==> src/rtl/voice_demux8.sv <==
`default_nettype none
// ============================================================================
//  voice_demux8 : 8-voice note allocator / demultiplexer.
//  Holds the frequency word and gate of each voice and takes one
//  note-on/note-off command every 3 cycles.
//  Optional macro VOICE_STEAL_EN: when all voices are gated, a note-on steals
//  a voice round-robin instead of being dropped.
//  Revision: 1.0
// ============================================================================
module voice_demux8 #(
   parameter int WIDTH  = 20,
   parameter int NOTE_W = 7
) (
   input  logic              clk,
   input  logic              rst,
   input  logic              cmd_valid,
   output logic              cmd_ready,
   input  logic              cmd_on,
   input  logic [NOTE_W-1:0] cmd_note,
   input  logic [WIDTH-1:0]  cmd_freq,
   output logic [WIDTH-1:0]  voice_a,
   output logic [WIDTH-1:0]  voice_b,
   output logic [WIDTH-1:0]  voice_c,
   output logic [WIDTH-1:0]  voice_d,
   output logic [WIDTH-1:0]  voice_e,
   output logic [WIDTH-1:0]  voice_f,
   output logic [WIDTH-1:0]  voice_g,
   output logic [WIDTH-1:0]  voice_h,
   output logic [7:0]        gate,
   output logic [2:0]        last_voice,
   output logic              dropped
);

   typedef enum logic [1:0] {
      IDLE   = 2'd0,
      SCAN   = 2'd1,
      COMMIT = 2'd2
   } state_t;

   state_t            state_q;
   logic [WIDTH-1:0]  freq_q [8];
   logic [NOTE_W-1:0] note_q [8];
   logic [7:0]        gate_q;
   logic [7:0]        match_q;
   logic [7:0]        free_q;
   logic [7:0]        match_d;
   logic [2:0]        last_q;
   logic              ready_q;
   logic              drop_q;
   logic              on_q;
   logic [NOTE_W-1:0] cmd_note_q;
   logic [WIDTH-1:0]  cmd_freq_q;
   logic [2:0]        hit_idx_d;
   logic [2:0]        free_idx_d;
`ifdef VOICE_STEAL_EN
   logic [2:0]        steal_ptr_q;
`endif

   function automatic logic [2:0] lowest_set(input logic [7:0] v);
      logic [2:0] idx;
      idx = 3'd0;
      for (int i = 7; i >= 0; i--)
         if (v[i]) idx = 3'(i);
      return idx;
   endfunction

   // Only COMMIT writes voice state, so vectors taken in SCAN stay valid.
   always_comb begin
      match_d = '0;
      for (int i = 0; i < 8; i++)
         match_d[i] = gate_q[i] && (note_q[i] == cmd_note_q);
   end

   assign hit_idx_d  = lowest_set(match_q);
   assign free_idx_d = lowest_set(free_q);

   always_ff @(posedge clk or posedge rst) begin
      if (rst) begin
         state_q    <= IDLE;
         ready_q    <= 1'b1;
         drop_q     <= 1'b0;
         gate_q     <= '0;
         last_q     <= '0;
         match_q    <= '0;
         free_q     <= '0;
         on_q       <= 1'b0;
         cmd_note_q <= '0;
         cmd_freq_q <= '0;
         for (int i = 0; i < 8; i++) begin
            freq_q[i] <= '0;
            note_q[i] <= '0;
         end
`ifdef VOICE_STEAL_EN
         steal_ptr_q <= '0;
`endif
      end else begin
         drop_q <= 1'b0;
         case (state_q)
            IDLE: begin
               if (cmd_valid) begin
                  on_q       <= cmd_on;
                  cmd_note_q <= cmd_note;
                  cmd_freq_q <= cmd_freq;
                  ready_q    <= 1'b0;
                  state_q    <= SCAN;
               end
            end
            SCAN: begin
               match_q <= match_d;
               free_q  <= ~gate_q;
               state_q <= COMMIT;
            end
            COMMIT: begin
               ready_q <= 1'b1;
               state_q <= IDLE;
               if (on_q) begin
                  if (|match_q) begin
                     freq_q[hit_idx_d] <= cmd_freq_q;
                     last_q            <= hit_idx_d;
                  end else if (|free_q) begin
                     freq_q[free_idx_d] <= cmd_freq_q;
                     note_q[free_idx_d] <= cmd_note_q;
                     gate_q[free_idx_d] <= 1'b1;
                     last_q             <= free_idx_d;
                  end else begin
`ifdef VOICE_STEAL_EN
                     freq_q[steal_ptr_q] <= cmd_freq_q;
                     note_q[steal_ptr_q] <= cmd_note_q;
                     gate_q[steal_ptr_q] <= 1'b1;
                     last_q              <= steal_ptr_q;
                     steal_ptr_q         <= steal_ptr_q + 3'd1;
`else
                     drop_q <= 1'b1;
`endif
                  end
               end else begin
                  gate_q <= gate_q & ~match_q;
               end
            end
            default: begin
               ready_q <= 1'b1;
               state_q <= IDLE;
            end
         endcase
      end
   end

   assign cmd_ready  = ready_q;
   assign gate       = gate_q;
   assign last_voice = last_q;
   assign dropped    = drop_q;
   assign voice_a    = freq_q[0];
   assign voice_b    = freq_q[1];
   assign voice_c    = freq_q[2];
   assign voice_d    = freq_q[3];
   assign voice_e    = freq_q[4];
   assign voice_f    = freq_q[5];
   assign voice_g    = freq_q[6];
   assign voice_h    = freq_q[7];

endmodule
`default_nettype wire

==> config.mk <==
export PLATFORM = sky130hd
export DESIGN_NAME = voice_demux8
export DESIGN_NICKNAME = d
export VERILOG_FILES = /design/src/rtl/voice_demux8.sv
export SDC_FILE = /design/constraint.sdc
export NUM_CORES = 1
export LEC_CHECK = 0
export ABC_AREA = 1
export CAP_MARGIN = 25
export CORE_AREA = 10 10 169 171
export DETAILED_ROUTE_END_ITERATION = 10
export DIE_AREA = 0 0 179 181
export HOLD_SLACK_MARGIN = 0.1
export PLACE_DENSITY = 0.87
export SYNTH_ARGS = -nofsm -noshare
export SYNTH_HDL_FRONTEND = slang
export SYNTH_SLANG_ARGS = --single-unit
==> constraint.sdc <==
create_clock -name clk -period 9.3 [get_ports clk]
set_input_delay 1.86 -clock clk [delete_from_list [all_inputs] [get_ports clk]]
set_output_delay 1.86 -clock clk [all_outputs]
set_load 0.005 [all_outputs]
; Word-level counts from Yosys, hierarchy flattened
; Index checks and enable logic that the tools add are counted.
[totals]
inputBits = 31
output_inout_bits = 173
ff_bits = 275
[op_classes]
n_lt_le_gt_ge = 6
n_bitwise = 8
n_mux = 42
eq_ne = 13
n_reduce_logical = 20
[op_table]
columns = cell, n
row1 = $bwmux 160, 2
row2 = $mux 160, 2
row3 = $demux 20 s3, 2
row4 = $bwmux 56, 1
row5 = $eq 7x7->1, 8
row6 = $mux 3, 18
row7 = $mux 20, 2
row8 = $mux 8, 3
row9 = $demux 7 s3, 1
row10 = $not 8->8, 2
row11 = $reduce_or 8->1, 2
row12 = $logic_and 1x1->1, 11
row13 = $and 8x8->8, 1
row14 = $ge 4x4->1 const B, 2
row15 = $lt 4x1->1 const B, 2
row16 = $not 3->4, 2
row17 = $or 8x8->8, 1
row18 = $mux 7, 1
row19 = $mux 1, 6
row20 = $reduce_and 3->1, 2
row21 = $lt 3x4->1 const B, 1
row22 = $ne 2x2->1 const B, 2
row23 = $pmux 2 s2, 1
row24 = $reduce_and 2->1, 2
row25 = 11 further kinds, 12

; Depth between registers and ports, before layout
; Gate-level depths: netlist of run 1.
[logic_depth]
word_depth = 16
depth_mapped = 14
mapped_depth_nobuf = 13

; Least setup slack after synthesis of run 1
; No wires, ideal clock.
[synth_timing]
path_type = input-to-reg
from = input port cmd_valid
to = register cmd_freq_q[10]
t_arrival_ns = 2.646
path_buffers = 2
stages = 6
setup_time_ns = 0.066
path_slack_ns = 6.588
cell_sequence = nand2_1 > inv_1 > clkbuf_1 > clkbuf_1 > nand2_1 > nand2_1
[synth_between]
elab_chain_len = 1
[synth_rtl]
columns = element, line_no
row1 = "start, declared", 16  ; input logic cmd_valid,
row2 = $reduce_and 2->1 (no source line), n/a
row3 = "end signal, assigned", 103  ; cmd_freq_q <= cmd_freq;
row4 = "end, declared", 52  ; logic [WIDTH-1:0] cmd_freq_q;
; No other way between the ends.
; A chain may end at the register's enable or synchronous reset.

==> results of run 1 <==
## worst paths after layout
check,start,to,slack [ps],cells after the start
min,voice_d[11],voice_d[11],470,2
min reg2reg,voice_d[11],voice_d[11],470,2
max,rst,voice_b[16],5820,5
max in group clk,cmd_valid,cmd_freq_q[16],5830,6
min in group asynchronous,rst,voice_d[5],1960,3
max reg2reg,match_q[2],voice_f[8],6130,10
## worst max-delay path, cell delays in order
cell and delay, ps:
clkdlybuf4s50_1 440, clkinvlp_4 100, buf_12 640, buf_4 640, buf_12 310
## final cells by class
cell class	instances	area share
Sequential cell	275	0.460
Multi-Input combinational cell	924	0.293
Timing Repair Buffer	213	0.144
Clock buffer	41	0.0547
Tap cell	330	0.0276
Inverter	51	0.0132
Clock inverter	7	0.00753
Antenna cell	1	0.000167
## per-layer routing
metal | vias to the layer above | global-route usage
met3 | 103 | 0.0450
met1 | 4981 | 0.268
met2 | 590 | 0.353
li1 | 4628 | -
met5 | - | 0
met4 | 0 | 0.0777
## cells in the final DEF (no fill, tap or decap), types with 4 or more instances in the layout
master	synthesis	final
nand2_1	530	530
dfrtp_1	274	274
clkdlybuf4s50_1	0	203
nand3_1	130	130
nand4_1	52	52
o21ai_0	45	45
inv_1	45	44
o21ai_1	36	36
xnor2_1	35	35
clkbuf_16	0	27
nor2_1	26	26
xor2_1	14	14
clkbuf_8	0	9
buf_4	6	7
a21oi_1	6	6
nor2_4	6	6
nand2_2	6	6
o21ai_2	6	6
nor2_2	5	5
inv_2	5	5
nand3_2	5	5
clkbuf_1	33	5
nor4_1	4	4
## stage by stage
stage	hold slack (ps)	area [um2]
after floorplan	465	12000
after global placement	452	14000
after detailed placement	457	14000
after CTS	473	15000
after global routing	483	15000
final	470	15000
## registers in the layout (all words and copies together) (netlist names)
| signal | cells |
|---|---|
| cmd_freq_q | 20 |
| cmd_note_q | 7 |
| cmd_ready | 1 |
| dropped | 1 |
| free_q | 8 |
| gate | 8 |
| last_voice | 3 |
| match_q | 8 |
| note_q | 56 |
| on_q | 1 |
| state_q | 2 |
| voice_a | 20 |
| voice_b | 20 |
| voice_c | 20 |
| voice_d | 20 |
| voice_e | 20 |
| voice_f | 20 |
| voice_g | 20 |
| voice_h | 20 |
## cell families after synthesis
logic type | Yosys count
DFF | 275
AOI/OAI and AO/OA | 102
and+or+nand+nor | 773
xor gates and xnor gates | 49
buffers and inverters | 145
## power by group through the flow
stage / clock network, W / logic (W) / registers (W)
3_5_place_dp: 0 / 0.00118 / 0.00178
4_1_cts: 0.00114 / 0.00118 / 0.00176
3_3_place_gp: 0 / 0.00113 / 0.00177
5_1_grt: 0.00119 / 0.00129 / 0.00179
6_report: 0.00114 / 0.00118 / 0.00177
2_1_floorplan: 0 / 0.000662 / 0.00164
==> flow_metrics.py, run 1 <==
metrics = {
    "yosys": {
        "synth_fa_ha_area_frac": 0,
        "synth_enable_flop_cells": 0,
        "ys_ff_latch": 275,
        "synth.avg_cell_area_um2": 8.90,
        "synth_top_family_by_area": "simple AND/OR/NAND/NOR gates",
        "synth_cell_type_count": 33,
        "yosysMostFrequentCell": "nand2_1",
        "synthSimpleGateAreaFrac": 0.283,
        "seq_area_frac_synth": 0.576,
        "yosysTopAreaCell": "dfrtp_1",
        "synth_area_leaders": "dfrtp_1, nand2_1, nand3_1",
        "synth_compound_area_frac": 0.0473,
        "synth_area_mm2": 0.0120,
        "synth_mux_area_frac": 0,
        "syn-num-nets": 1375,
        "synthCells": 1344,
        "yosysWarnings": 0,
        "synth_commonest_cells": "nand2_1, dfrtp_1, nand3_1",
        "synth_top_area_frac": 0.573,
        "dominantRegCellSynth": "dfrtp_1",
        "synth_xor_area_frac": 0.0359,
        "synthArstFlopShare": 1.00,
    },
    "route": {
        "top_layer": "met4",
        "wl_met2_um": 17100,
        "drc": 0,
        "wl_per_cell_um": 19.5,
        "firstDrtPassIters": 9,
        "wirelength_um": 35900,
        "vias_per_cell": 5.59,
        "wl_met3_um": 3830,
        "wl_met1_um": 13600,
        "via_count": 10300,
        "ant_nets": 0,
        "drt-initial-drc-count": 1490,
    },
    "power_and_ir_drop": {
        "clockPowerShare": 0.278,
        "p_sw_w": 0.00139,
        "p_total_w": 0.00408,
        "p_comb_frac": 0.288,
        "p_leak_nw": 7.36,
        "swShare": 0.341,
        "power_density_mw_per_mm2": 273,
        "peakVddDrop_uv": 150,
        "seqPwrFrac": 0.434,
        "internal_power_w": 0.00269,
    },
    "worst_setup_path": {
        "worst-path-max-fanout": 188,
        "crit_arrival_ps": 4180,
        "worst_ep_required_time_ps": 10000,
        "worstSetupPathType": "in -> async",
        "cp-end-kind": "asynchronous set/reset pin",
        "start_kind": "input port",
    },
    "floorplanning": {
        "die_w_um": 179,
        "die_h_um": 181,
        "io_pins": 204,
        "initial_core_util": 0.478,
        "coreArea_mm2": 0.0250,
        "die_area_mm2": 0.0324,
        "rows": 58,
    },
    "placed_design": {
        "dp_cells": 1793,
        "port_buffers": 203,
        "gp_congestion": 0.904,
        "pre_cts_ws_ps": 5240,
        "post-dp-hpwl_um": 25500,
    },
    "sta": {
        "slew_headroom": 0.328,
        "fin_tns_setup_ps": 0,
        "fmax_mhz": 288,
        "clock_skew_ps": 19.0,
        "fin_crit_sh": 0.374,
        "tightestPinTransition_ps": 1010,
        "fin_ws_ps": 5820,
        "setup_viol": 0,
        "hold_viol_final": 0,
        "slew_violations": 0,
        "finalWorstPathRequiredPeriod_ps": 3480,
        "rsz0062_at_grt": "false",
    },
    "cts": {
        "worstSkewPairLatency_ps": 540,
        "cts.sinks": 275,
        "cts.repair.resized": 0,
        "htreeDepth": 1,
        "cts_hold_buf": 0,
        "numCtsBuffers": 27,
        "ctsRootBufferMaster": "clkbuf_16",
        "cts_tree": "done",
        "clock_path_buffers": 3,
        "clk_pin_slew_worst_paths_ps": 60,
        "post_cts_buffers": 0,
    },
    "global_routing": {
        "overflow": 0,
        "gr-usage-all-layers": 0.213,
        "grt_pass1_wl_um": 55600,
        "grt_pass1_vias": 9950,
        "grt_max_degree": 189,
        "antenna_found_initial": 1,
    },
    "layout": {
        "drive_above_1_share": 0.0642,
        "instances_no_fill": 1842,
        "regArea_mm2": 0.00688,
        "final_util": 0.598,
        "fillers": 2002,
        "fin_nets": 1523,
        "syn_to_final_growth_pct": 25.1,
        "multi_input_area_mm2": 0.00438,
    },
    "hold_path": {
        "hold_path_class": "reg -> reg",
    },
    "flow_run": {
        "cap_violations": 0,
    },
    "run_status": {
        "status": "complete, no violations",
    },
}
Note: power is estimated with default switching activity, not from simulation.
==> run 2, diff against run 1 <==
==> constraint.sdc (replaced) <==
create_clock -name clk -period 3 [get_ports clk]
set_input_delay 0.6 -clock clk [delete_from_list [all_inputs] [get_ports clk]]
set_output_delay 0.6 -clock clk [all_outputs]
set_load 0.005 [all_outputs]
==> run 2 against run 1 <==
  * Worst hold slack worse by 150 ps
  * Die area unchanged
  * Flip-flop and latch count did not move
  * Clock-buffer cell count down 1
  * Clock skew is 11 ps lower
  * Clock power rose to 3.2 times the previous value
  * Utilization grew 0.55 points
  * Wire length increased by 4.3%
  * Non-clock buffer count rose by 16
  * Critical endpoint is now voice_a[14]
  * Largest power group unchanged
==> flow_metrics.py, run 2 (synthesis gave the netlist of run 1 again) <==
metrics = {
    "run_status": {
        "status": "complete, no violations",
    },
    "sta": {
        "fmax_mhz": 385,
        "tightestPinTransition_ps": 836,
        "slew_headroom": 0.441,
        "fin_ws_ps": 406,
        "fin_tns_setup_ps": 0,
        "rsz0062_at_grt": "false",
        "fin_crit_sh": 0.865,
        "clock_skew_ps": 8.48,
        "setup_viol": 0,
        "finalWorstPathRequiredPeriod_ps": 2590,
        "hold_viol_final": 0,
        "slew_violations": 0,
    },
    "layout": {
        "fin_area_mm2": 0.0151,
        "syn_to_final_growth_pct": 26.3,
        "fin_nets": 1539,
        "largest_register_ffs": 56,
        "layout_commonest_cell": "nand2_1",
        "top_register": "note_q",
        "drive_above_1_share": 0.0746,
        "final_util": 0.603,
        "final_cell_mix": "nand2_1, dfrtp_1, clkdlybuf4s50_1",
        "antenna_cells": 0,
    },
    "cts": {
        "numCtsBuffers": 27,
        "cts_hold_buf": 0,
        "ctsRootBufferMaster": "clkbuf_16",
        "clk_pin_slew_worst_paths_ps": 60,
        "cts_tree": "done",
        "cts.repair.resized": 0,
        "post_cts_buffers": 0,
        "cts.sinks": 275,
        "worstSkewPairLatency_ps": 550,
        "clock_path_buffers": 3,
        "htreeDepth": 1,
    },
    "worst_setup_path": {
        "r2r_cells": 13,
        "worst_path_max_delay_cell": "nand2_1",
        "worst-path-max-fanout": 21,
        "worstSetupPathType": "reg -> reg",
        "crit_top_cell": "nand2_1",
        "worst_ep_required_time_ps": 3430,
        "cp-end-kind": "flop",
        "timing.rr.start": "free_q[6]",
        "reg2reg_to": "voice_a[14]",
        "path_buf_inv": 1,
        "cp_top_family": "simple AND/OR/NAND/NOR gates",
        "rrSetupSlack_ps": 410,
        "crit_arrival_ps": 3020,
        "worstPathCellList": "inv_2, nand2_1, nand2_1, nand2_1, nand2_1, nand2_1, nand2_2, nand2_4, nand2_2, nand2_2, nand2_1, nand2_1, nand2_1",
        "slowest_delay_ps": 530,
        "start_kind": "flop",
    },
    "floorplanning": {
        "die_area_mm2": 0.0324,
        "die_h_um": 181,
        "die_w_um": 179,
        "coreArea_mm2": 0.0250,
        "initial_core_util": 0.478,
        "rows": 58,
        "io_pins": 204,
    },
    "global_routing": {
        "grt_max_degree": 98,
        "grt_use_met1": 0.276,
        "overflow": 0,
        "grt_pass1_wl_um": 58000,
        "grtUsageMet2": 0.379,
        "grt_pass1_vias": 10300,
        "gr-usage-all-layers": 0.224,
        "use_met3": 0.0505,
        "antenna_found_initial": 0,
        "gr-max-usage-layer": "met2",
    },
    "power_and_ir_drop": {
        "peakVddDrop_uv": 533,
        "internal_power_w": 0.00846,
        "clockPowerShare": 0.280,
        "seqPwrFrac": 0.433,
        "p_sw_w": 0.00448,
        "p_comb_frac": 0.287,
        "swShare": 0.346,
        "p_leak_nw": 7.46,
        "power_density_mw_per_mm2": 857,
    },
    "placed_design": {
        "post-dp-hpwl_um": 26100,
        "port_buffers": 203,
        "place_area_mm2": 0.0141,
        "pre_cts_ws_ps": 465,
        "gp_congestion": 0.975,
    },
    "route": {
        "vias_per_cell": 5.62,
        "drt-initial-drc-count": 1399,
        "drc": 0,
        "via_count": 10400,
        "ant_nets": 0,
        "firstDrtPassIters": 5,
        "wl_per_cell_um": 20.1,
        "wirelength_um": 37400,
    },
    "flow_run": {
        "cap_violations": 0,
    },
    "hold_path": {
        "hold_path_class": "in -> async",
    },
}
==> run 2: layer usage <==
layer  wire length [um]  share of wire  up-vias
li1                   -              -     4654
met1              14200           0.38     5068
met2              18100           0.48      623
met3               4010           0.11       94
met4               1140          0.031        0
met5                  0              0        -
==> run 2: area by class of cell <==
cell class,instances,area [um2]
Inverter,51,198
Fill cell,1970,9940
Clock inverter,10,165
Multi-Input combinational cell,924,4380
Timing Repair Buffer,229,2260
Clock buffer,40,795
Tap cell,330,413
Sequential cell,275,6880
==> run 2: worst max-delay path by stage <==
stage / start / to / slack [ps] / depth (start not counted)
2_1_floorplan: rst / cmd_freq_q[0] / -1240 / 1
3_3_place_gp: state_q[1] / voice_d[8] / 660 / 8
3_5_place_dp: match_q[4] / voice_d[11] / 470 / 10
4_1_cts: free_q[6] / voice_a[14] / 470 / 13
5_1_grt: free_q[6] / voice_a[2] / 210 / 13
6_report: free_q[6] / voice_a[14] / 410 / 13
==> run 2: power groups by stage <==
stage / registers [W] / logic, W / clock network [W]
floorplan: 0.00509 / 0.00205 / 0
global placement: 0.00556 / 0.00353 / 0
detailed placement: 0.00559 / 0.00368 / 0
CTS: 0.00555 / 0.00373 / 0.00367
global route: 0.00565 / 0.00407 / 0.00381
finish: 0.00560 / 0.00371 / 0.00363
==> run 2: stage by stage <==
step | total power (W) | hold slack (ps) | cells
final | 0.0129 | 321 | 1859
after global routing | 0.0135 | 323 | 1859
after CTS | 0.0129 | 308 | 1859
after detailed placement | 0.00927 | 458 | 1809
after global placement | 0.00909 | 454 | 1809
after floorplan | 0.00714 | 465 | 1344
==> run 2: worst register-to-register path: cells and delay by family (launching register included) <==
kind | cells | cell delay, ps
buffers and inverters | 1 | 60
flip-flops | 1 | 380
AND/OR/NAND/NOR | 12 | 2020
==> run 3, diff against run 2 <==
--- a/config.mk
+++ b/config.mk
@@ -10,8 +10,8 @@
 export CORE_AREA = 10 10 169 171
 export DETAILED_ROUTE_END_ITERATION = 10
 export DIE_AREA = 0 0 179 181
-export HOLD_SLACK_MARGIN = 0.1
 export PLACE_DENSITY = 0.87
+export SKIP_CTS_REPAIR_TIMING = 1
 export SYNTH_ARGS = -nofsm -noshare
 export SYNTH_HDL_FRONTEND = slang
 export SYNTH_SLANG_ARGS = --single-unit
==> results of run 3 <==
No change in the layout: final DEF, timing and power equal those of run 2.
